--- src/rtl/tx_link_sequencer.sv ---
// Symbol sequencer in front of the TX 8b/10b encoder: alignment burst, idle
// ordered sets, handshaked user data with periodic comma insertion.
module tx_link_sequencer #(
    parameter int ALIGN_LEN    = 16,
    parameter int COMMA_PERIOD = 256
) (
    input  logic       BitCLK_10,
    input  logic       Reset,
    input  logic       Enable,
    input  logic [7:0] Data_In,
    input  logic       DataK_In,
    input  logic       Data_Valid,
    output logic       Data_Ready,
    output logic [7:0] TxParallel_8,
    output logic       TxDataK,
    output logic       Link_Up,
    output logic       K_Err
);
    localparam int AW = (ALIGN_LEN > 1) ? $clog2(ALIGN_LEN) : 1;
    localparam int CW = $clog2(COMMA_PERIOD);
    localparam logic [AW-1:0] ALIGN_LAST = AW'(ALIGN_LEN - 1);
    localparam logic [CW-1:0] COMMA_LAST = CW'(COMMA_PERIOD - 1);
    localparam logic [7:0]    K28_5      = 8'hBC;
    localparam logic [7:0]    D16_2      = 8'h50;

    typedef enum logic [1:0] {
        OFF   = 2'd0,
        ALIGN = 2'd1,
        IDLE  = 2'd2,
        DATA  = 2'd3
    } state_t;

    state_t          state_q, state_d;
    logic [AW-1:0]   align_cnt_q, align_cnt_d;
    logic [CW-1:0]   comma_cnt_q, comma_cnt_d;
    logic            idle_phase_q, idle_phase_d;
    logic [7:0]      sym_q, sym_d;
    logic            symk_q, symk_d;
    logic            link_up_q, link_up_d;
    logic            k_err_q, k_err_d;

    logic            comma_due_s;
    logic            data_ready_s;
    logic            accept_s;
    logic            beat_legal_s;

    function automatic logic is_legal_k(input logic [7:0] code);
        logic legal;
        case (code)
            8'h1C, 8'h3C, 8'h5C, 8'h7C, 8'h9C, 8'hBC, 8'hDC, 8'hFC,
            8'hF7, 8'hFB, 8'hFD, 8'hFE: legal = 1'b1;
            default:                    legal = 1'b0;
        endcase
        return legal;
    endfunction

    // Next-state, next-symbol and handshake logic.
    always_comb begin
        state_d      = state_q;
        align_cnt_d  = align_cnt_q;
        comma_cnt_d  = comma_cnt_q;
        idle_phase_d = idle_phase_q;
        sym_d        = K28_5;
        symk_d       = 1'b1;
        link_up_d    = 1'b0;
        k_err_d      = 1'b0;

        comma_due_s  = (state_q == DATA) && (comma_cnt_q == COMMA_LAST);
        data_ready_s = Enable && !comma_due_s &&
                       ((state_q == DATA) || ((state_q == IDLE) && !idle_phase_q));
        accept_s     = data_ready_s && Data_Valid;
        // An illegal control code is replaced by a comma but still consumed.
        beat_legal_s = !DataK_In || is_legal_k(Data_In);

        if (!Enable) begin
            state_d      = OFF;
            align_cnt_d  = '0;
            comma_cnt_d  = '0;
            idle_phase_d = 1'b0;
        end else begin
            link_up_d = (state_q == IDLE) || (state_q == DATA);
            case (state_q)
                OFF: begin
                    state_d     = ALIGN;
                    align_cnt_d = '0;
                end
                ALIGN: begin
                    if (align_cnt_q == ALIGN_LAST) begin
                        state_d      = IDLE;
                        idle_phase_d = 1'b0;
                        align_cnt_d  = '0;
                    end else begin
                        align_cnt_d = align_cnt_q + AW'(1);
                    end
                end
                IDLE: begin
                    if (accept_s) begin
                        sym_d   = beat_legal_s ? Data_In : K28_5;
                        symk_d  = DataK_In;
                        k_err_d = !beat_legal_s;
                        state_d = DATA;
                    end else begin
                        if (idle_phase_q) begin
                            sym_d  = D16_2;
                            symk_d = 1'b0;
                        end else begin
                            sym_d  = K28_5;
                            symk_d = 1'b1;
                        end
                        idle_phase_d = !idle_phase_q;
                    end
                end
                DATA: begin
                    if (comma_due_s) begin
                        state_d = DATA;
                    end else if (accept_s) begin
                        sym_d   = beat_legal_s ? Data_In : K28_5;
                        symk_d  = DataK_In;
                        k_err_d = !beat_legal_s;
                    end else begin
                        // Leaving DATA with a comma; the next idle symbol is D16.2.
                        idle_phase_d = 1'b1;
                        state_d      = IDLE;
                    end
                end
                default: begin
                    state_d = OFF;
                end
            endcase

            if ((sym_d == K28_5) && symk_d) begin
                comma_cnt_d = '0;
            end else if (comma_cnt_q == COMMA_LAST) begin
                comma_cnt_d = comma_cnt_q;
            end else begin
                comma_cnt_d = comma_cnt_q + CW'(1);
            end
        end
    end

    // State, counters and registered symbol outputs.
    always_ff @(posedge BitCLK_10) begin
        if (Reset) begin
            state_q      <= OFF;
            align_cnt_q  <= '0;
            comma_cnt_q  <= '0;
            idle_phase_q <= 1'b0;
            sym_q        <= K28_5;
            symk_q       <= 1'b1;
            link_up_q    <= 1'b0;
            k_err_q      <= 1'b0;
        end else begin
            state_q      <= state_d;
            align_cnt_q  <= align_cnt_d;
            comma_cnt_q  <= comma_cnt_d;
            idle_phase_q <= idle_phase_d;
            sym_q        <= sym_d;
            symk_q       <= symk_d;
            link_up_q    <= link_up_d;
            k_err_q      <= k_err_d;
        end
    end

    assign Data_Ready   = data_ready_s;
    assign TxParallel_8 = sym_q;
    assign TxDataK      = symk_q;
    assign Link_Up      = link_up_q;
    assign K_Err        = k_err_q;

endmodule

--- config.mk ---
export PLATFORM = sky130hd
export DESIGN_NAME = tx_link_sequencer
export DESIGN_NICKNAME = d
export VERILOG_FILES = /design/src/rtl/tx_link_sequencer.sv
export SDC_FILE = /design/constraint.sdc
export NUM_CORES = 1
export LEC_CHECK = 0
export CORE_MARGIN = 10
export CORE_UTILIZATION = 35
export CTS_BUF_LIST = sky130_fd_sc_hd__clkbuf_16
export DETAILED_ROUTE_END_ITERATION = 8
export GPL_ROUTABILITY_DRIVEN = 0
export GPL_TIMING_DRIVEN = 0
export PLACE_DENSITY = 0.7
export SETUP_SLACK_MARGIN = 0.15
export SKIP_LAST_GASP = 1
export SLEW_MARGIN = 10
export SYNTH_ARGS = -nofsm -noshare
export SYNTH_HDL_FRONTEND = slang
export SYNTH_SLANG_ARGS = --single-unit
--- constraint.sdc ---
create_clock -name BitCLK_10 -period 1.7 [get_ports BitCLK_10]
set_input_delay 0.34 -clock BitCLK_10 [delete_from_list [all_inputs] [get_ports BitCLK_10]]
set_output_delay 0.34 -clock BitCLK_10 [all_outputs]
set_load 0.005 [all_outputs]
==> Word-level counts from Yosys, hierarchy flattened <==
Index checks and enable logic that the tools add are counted.
{ "op_classes": {"n_div": 0, "mux": 29, "order_cmp": 0, "n_reduce_logical": 21, "add_sub_neg": 2, "n_mul": 0, "shift": 0, "bitwise_logic": 1, "n_eq_ne": 24} }
{ "op_table": {"columns": ["cell", "count"], "rows": [
  ["equality test 8 bit (second input constant)", 10],
  ["two-way mux 8 bit", 6],
  ["equality test 8 x 7 -> 1 bit (second input constant)", 2],
  ["case mux 8 bit (2 select lines)", 1],
  ["two-way mux 1 bit", 12],
  ["OR reduction 12 bit", 1],
  ["inequality test 2 bit (second input constant)", 5],
  ["adder 8 x 1 -> 8 bit (second input constant)", 1],
  ["equality test 8 x 5 -> 1 bit (second input constant)", 1],
  ["equality test 8 x 6 -> 1 bit (second input constant)", 1],
  ["two-way mux 2 bit", 4],
  ["case mux 2 bit (4 select lines)", 1],
  ["case mux 4 bit (2 select lines)", 1],
  ["logical AND 1 bit", 6],
  ["AND reduction 5 bit", 1],
  ["adder 4 x 1 -> 4 bit (second input constant)", 1],
  ["equality test 2 bit (second input constant)", 2],
  ["equality test 4 bit (second input constant)", 1],
  ["zero test 1 bit", 4],
  ["two-way mux 4 bit", 1],
  ["case mux 1 bit (2 select lines)", 2],
  ["logical OR 1 bit", 3],
  ["inequality test 3 bit (second input constant)", 1],
  ["case mux 1 bit (3 select lines)", 1],
  ["8 further kinds", 8]
]} }
{ "totals": {"out_inout_bits": 12, "memories": 0, "ramBits": 0, "latchBits": 0, "input_bits": 13, "mem_bits_ro": 0, "register_bits": 26} }

==> Logic depth before layout (Yosys ltp) <==
{ "depth": {"ltp_word": 13, "mapped_depth": 6, "depth_no_buf": 6} }

==> Worst setup path before layout <==
No wires, ideal clock.
{ "synth_path": {"kind": "register to register", "startpoint": "reg comma_cnt_q[0]", "endpoint": "reg comma_cnt_q[0]", "stages_incl_launch_ff": 7, "slack_ns": 0.081, "path_buffers": 0, "arrival_time_ns": 1.492, "setup_time_ns": 0.127, "cell_sequence": "dfxtp_1 > ha_1 > nand4_1 > o311a_1 > nor4b_4 > a21boi_2 > nor2_1"} }
{ "synth_between": {"elab_chain_len": 13, "word_cells_on_any_way": 20} }
{ "synth_rtl": {"columns": ["element", "line_no", "rtl"], "rows": [
  ["from (decl)", "35", "logic [CW-1:0] comma_cnt_q, comma_cnt_d;"],
  ["from (signal assigned)", "155", "comma_cnt_q <= comma_cnt_d;"],
  ["equality test 8 bit", "68, 133", null],
  ["logical AND 1 bit", "68", "comma_due_s = (state_q == DATA) && (comma_cnt_q == COMMA_LAST);"],
  ["zero test 1 bit", "69", "data_ready_s = Enable && !comma_due_s &&"],
  ["logical AND 1 bit (2 in series)", "69", null],
  ["logical AND 1 bit", "71", "accept_s = data_ready_s && Data_Valid;"],
  ["two-way mux 8 bit", "116", "end else if (accept_s) begin"],
  ["two-way mux 8 bit", "114", "if (comma_due_s) begin"],
  ["case mux 8 bit (2 select lines)", "82", "case (state_q)"],
  ["two-way mux 8 bit", "75", "if (!Enable) begin"],
  ["equality test 8 bit", "131", "if ((sym_d == K28_5) && symk_d) begin"],
  ["logical AND 1 bit", "131", null],
  ["OR reduction 3 bit (no line)", null, null]
]} }
Several ways; a longest one is shown, not always the timed one. The select of a mux whose other input is x is not followed.
A chain may end at the register's enable or synchronous reset.

==> Worst setup path in the final report <==
{ "layout_path": {"startpoint": "reg comma_cnt_q[0]", "endpoint": "out Data_Ready"} }
{ "layout_between": {"elab_chain_len": 5} }
{ "layout_rtl": {"columns": ["element", "line_no", "rtl"], "rows": [
  ["equality test 8 bit", "68", null],
  ["logical AND 1 bit", "68", null],
  ["zero test 1 bit", "69", null],
  ["logical AND 1 bit (2 in series)", "69", null],
  ["to (decl)", "13", "output logic Data_Ready,"]
]} }
Every way passes these cells.

==> impl_metrics.json <==
{
  "route.met2.wl_um": 1452,
  "synth_edf_count": 0,
  "start_util_pct": 36.79,
  "ys_ff_latch": 26,
  "fin_hold_ws_ps": 459.4,
  "cts_tree": "built",
  "grt_use_total_pct": 9.378,
  "leakage_nw": 0.6459,
  "p_int_w": 0.0009493,
  "critical_path.endpoint_type": "output port",
  "layout_min_cycle_time_ps": 1768,
  "p_per_area_nw_per_um2": 705.8,
  "post-route-util_pct": 54.23,
  "fin_skew_ps": 0.8736,
  "status": "finished, violations left",
  "cp.arrival_ps": 1430,
  "io-pin-count": 25,
  "die_w_um": 76.88,
  "max_cap_viol_count": 0,
  "setup_viol": 9,
  "antenna_cells": 0,
  "die_h_um": 76.88,
  "totalWireLength_um": 2826,
  "tightest_slew_ps": 303.0,
  "clk_transition_reported_paths_ps": 60,
  "netlist_area_um2": 1132,
  "r2r-end": "comma_cnt_q[3]$_SDFFE_PP0P_",
  "antenna_found_initial": 0,
  "top_layer_used": "met4",
  "cts_root_buffer": "clkbuf_16",
  "drtIter0Drc": 35,
  "hold_path_end": "TxParallel_8[4]$_SDFF_PP1_",
  "cts_made_buffers": 3,
  "gr-total-overflow": 0,
  "whs_path_depth": 3,
  "violations": "negative setup slack",
  "vias_per_cell": 5.186,
  "slew_viol_final": 0,
  "p_sw_w": 0.0002287,
  "fin_crit_sh_pct": 104.0,
  "cp.required_ps": 1360,
  "yosys_warnings": 0,
  "clock_path_buffers": 2,
  "comb_power_share_pct": 5.8,
  "crit_type": "reg -> out",
  "drt-met1-wl_um": 1088,
  "dieArea_um2": 5911,
  "grt_max_degree": 14,
  "nets": 183,
  "crit_fanout": 2,
  "cts_sinks": 26,
  "syn_nets": 143,
  "clk_latency_ps": 250,
  "io_buffers": 24,
  "final.setup.worst_slack_ps": -68.12,
  "rsz0062_at_grt": "true",
  "timing.fmax_ghz": 0.5656,
  "hold_buffers": 0,
  "grt_pass1_vias": 1103,
  "coreArea_um2": 3078,
  "worstSetupStartpointType": "register",
  "r2r_start": "comma_cnt_q[0]$_SDFFE_PP0P_",
  "critPathBufInv": 1,
  "fp-row-count": 20,
  "ir_worst_vdd_uv": 534.9,
  "finalHoldViolCount": 0,
  "synthFlopType": "dfxtp_1",
  "drt_first_pass_iters": 4,
  "worstHoldStart": "Data_In[4]",
  "wl_met3_um": 218,
  "dr_total_vias": 1089,
  "path_cells": "ha_4, nand4_1, o311a_1, and2_1, buf_2",
  "async_flop_share_pct": 0,
  "slowest_stage": "dfxtp_4",
  "syn_area_per_cell_um2": 8.846,
  "clkPwrFrac_pct": 42.4,
  "drt-wirelength-per-cell_um": 13.46,
  "h-tree-depth": 1,
  "grt_pass1_wl_um": 4650,
  "yosysSeqAreaShare_pct": 45.97,
  "syn_to_final_growth_pct": 47.40,
  "pwr-share-seq_pct": 51.8,
  "hpwl_um": 2071,
  "ff2ff_path_depth": 8,
  "p_sw_share_pct": 19.41,
  "min_path_type": "in -> reg",
  "drive_gt1_share_pct": 21.08,
  "cp_top_family": "flip-flops",
  "slowest_delay_ps": 360,
  "synthCells": 128,
  "drcViolationCount": 0,
  "r2r_slack_ps": -30,
  "slew_headroom_pct": 79.71,
  "ant_nets": 0,
  "synth_cell_types": 32
}
worst max-delay path by stage:
stage	from	to	slack, ps	cells after the start
finish	comma_cnt_q[0]$_SDFFE_PP0P_	Data_Ready	-70	5
detailed placement	Data_In[4]	comma_cnt_q[2]$_SDFFE_PP0P_	-480	6
floorplan	comma_cnt_q[1]$_SDFFE_PP0P_	comma_cnt_q[0]$_SDFFE_PP0P_	160	6
global route	Reset	comma_cnt_q[3]$_SDFFE_PP0P_	-130	7
CTS	comma_cnt_q[0]$_SDFFE_PP0P_	Data_Ready	-50	5
global placement	Data_In[1]	TxParallel_8[2]$_SDFF_PP1_	-420	5
worst register-to-register path, stage by stage, from the launching register on:
cell and delay, ps:
dfxtp_4 360, ha_4 130, nand4_1 60, o311a_1 340, buf_6 140, nor4b_4 120, buf_6 140, a21boi_4 250
nor2_1 80
cell usage after synthesis, drive strengths merged (3+ instances only):
| library cell | number | area [µm²] |
|---|---|---|
| o21a | 3 | 22.52 |
| o21ai | 4 | 20.02 |
| and3 | 6 | 37.54 |
| dfxtp | 26 | 520.5 |
| nand4 | 3 | 18.77 |
| nor2 | 24 | 90.09 |
| inv | 4 | 15.01 |
| xor2 | 3 | 26.28 |
| nand2b | 4 | 25.02 |
| a22oi | 3 | 22.52 |
| nand2 | 8 | 30.03 |
| mux2i | 3 | 30.03 |
| a21oi | 7 | 35.03 |
| nand3 | 9 | 45.04 |
power groups by stage:
stage | sequential, W | clock, W | combinational (W)
after floorplan | 0.000627 | 0 | 0.0000258
after global placement | 0.000628 | 0 | 0.0000662
after detailed placement | 0.000628 | 0 | 0.0000679
after CTS | 0.000611 | 0.000512 | 0.0000645
after global routing | 0.000611 | 0.000535 | 0.0000737
final | 0.000611 | 0.000500 | 0.0000678
flip-flops by register name, summed over array words and instances (netlist names):
name / count
Link_Up: 1
TxDataK: 1
align_cnt_q: 4
K_Err: 1
idle_phase_q: 1
state_q: 2
TxParallel_8: 8
comma_cnt_q: 8
placed cells by master, fill, tap and decap left out, types with 5 or more instances in the layout:
cell / instances
nand2_1: 7
dfxtp_1: 22
nand3_1: 7
dlygate4sd2_1: 9
nor2_1: 24
a21oi_1: 6
buf_6: 5
buf_4: 6
clkdlybuf4s50_1: 13
kinds of logic after synthesis:
family	synth area share, %
DFF	45.97
buffers and inverters	2.210
muxes	3.646
xor gates and xnor gates	3.094
adders and majority gates	2.210
and+or+nand+nor	26.85
AOI/OAI and AO/OA	16.02
final cells by class:
class	instances	area [µm²]
well taps	44	55.05
repair buffers	35	327.8
plain buffers	2	10.01
multi-input cells	96	653.1
inverters	4	15.01
flip-flops and latches	26	533.0
fillers	271	1409
clock buffers	3	75.07
timing repair:
action                                  4_1_cts  5_1_grt
gates resized for setup                      27       10
pin swaps                                     8        3
buffers inserted                              8        3
endpoints found under the hold margin         0        0
endpoints found under the setup margin       17       18
layer usage:
layer  GRT usage [%]  vias up
met5               0        -
met4           4.089        0
met3           4.196        7
met2           16.53       31
met1           9.274      520
li1                -      531
metrics by stage:
step / setup TNS, ps / instances / total power (W) / cell area [µm²] / setup slack [ps]
2_1_floorplan: 0 / 128 / 0.0006527 / 1147 / 163.1
3_3_place_gp: -5685 / 196 / 0.0006938 / 1443 / -419.5
3_5_place_dp: -6472 / 196 / 0.0006956 / 1443 / -477.1
4_1_cts: -303.7 / 207 / 0.001188 / 1610 / -46.37
5_1_grt: -1372 / 210 / 0.001219 / 1669 / -127.4
6_report: -191.7 / 210 / 0.001178 / 1669 / -68.12
Note: power is estimated with default switching activity, not from simulation.
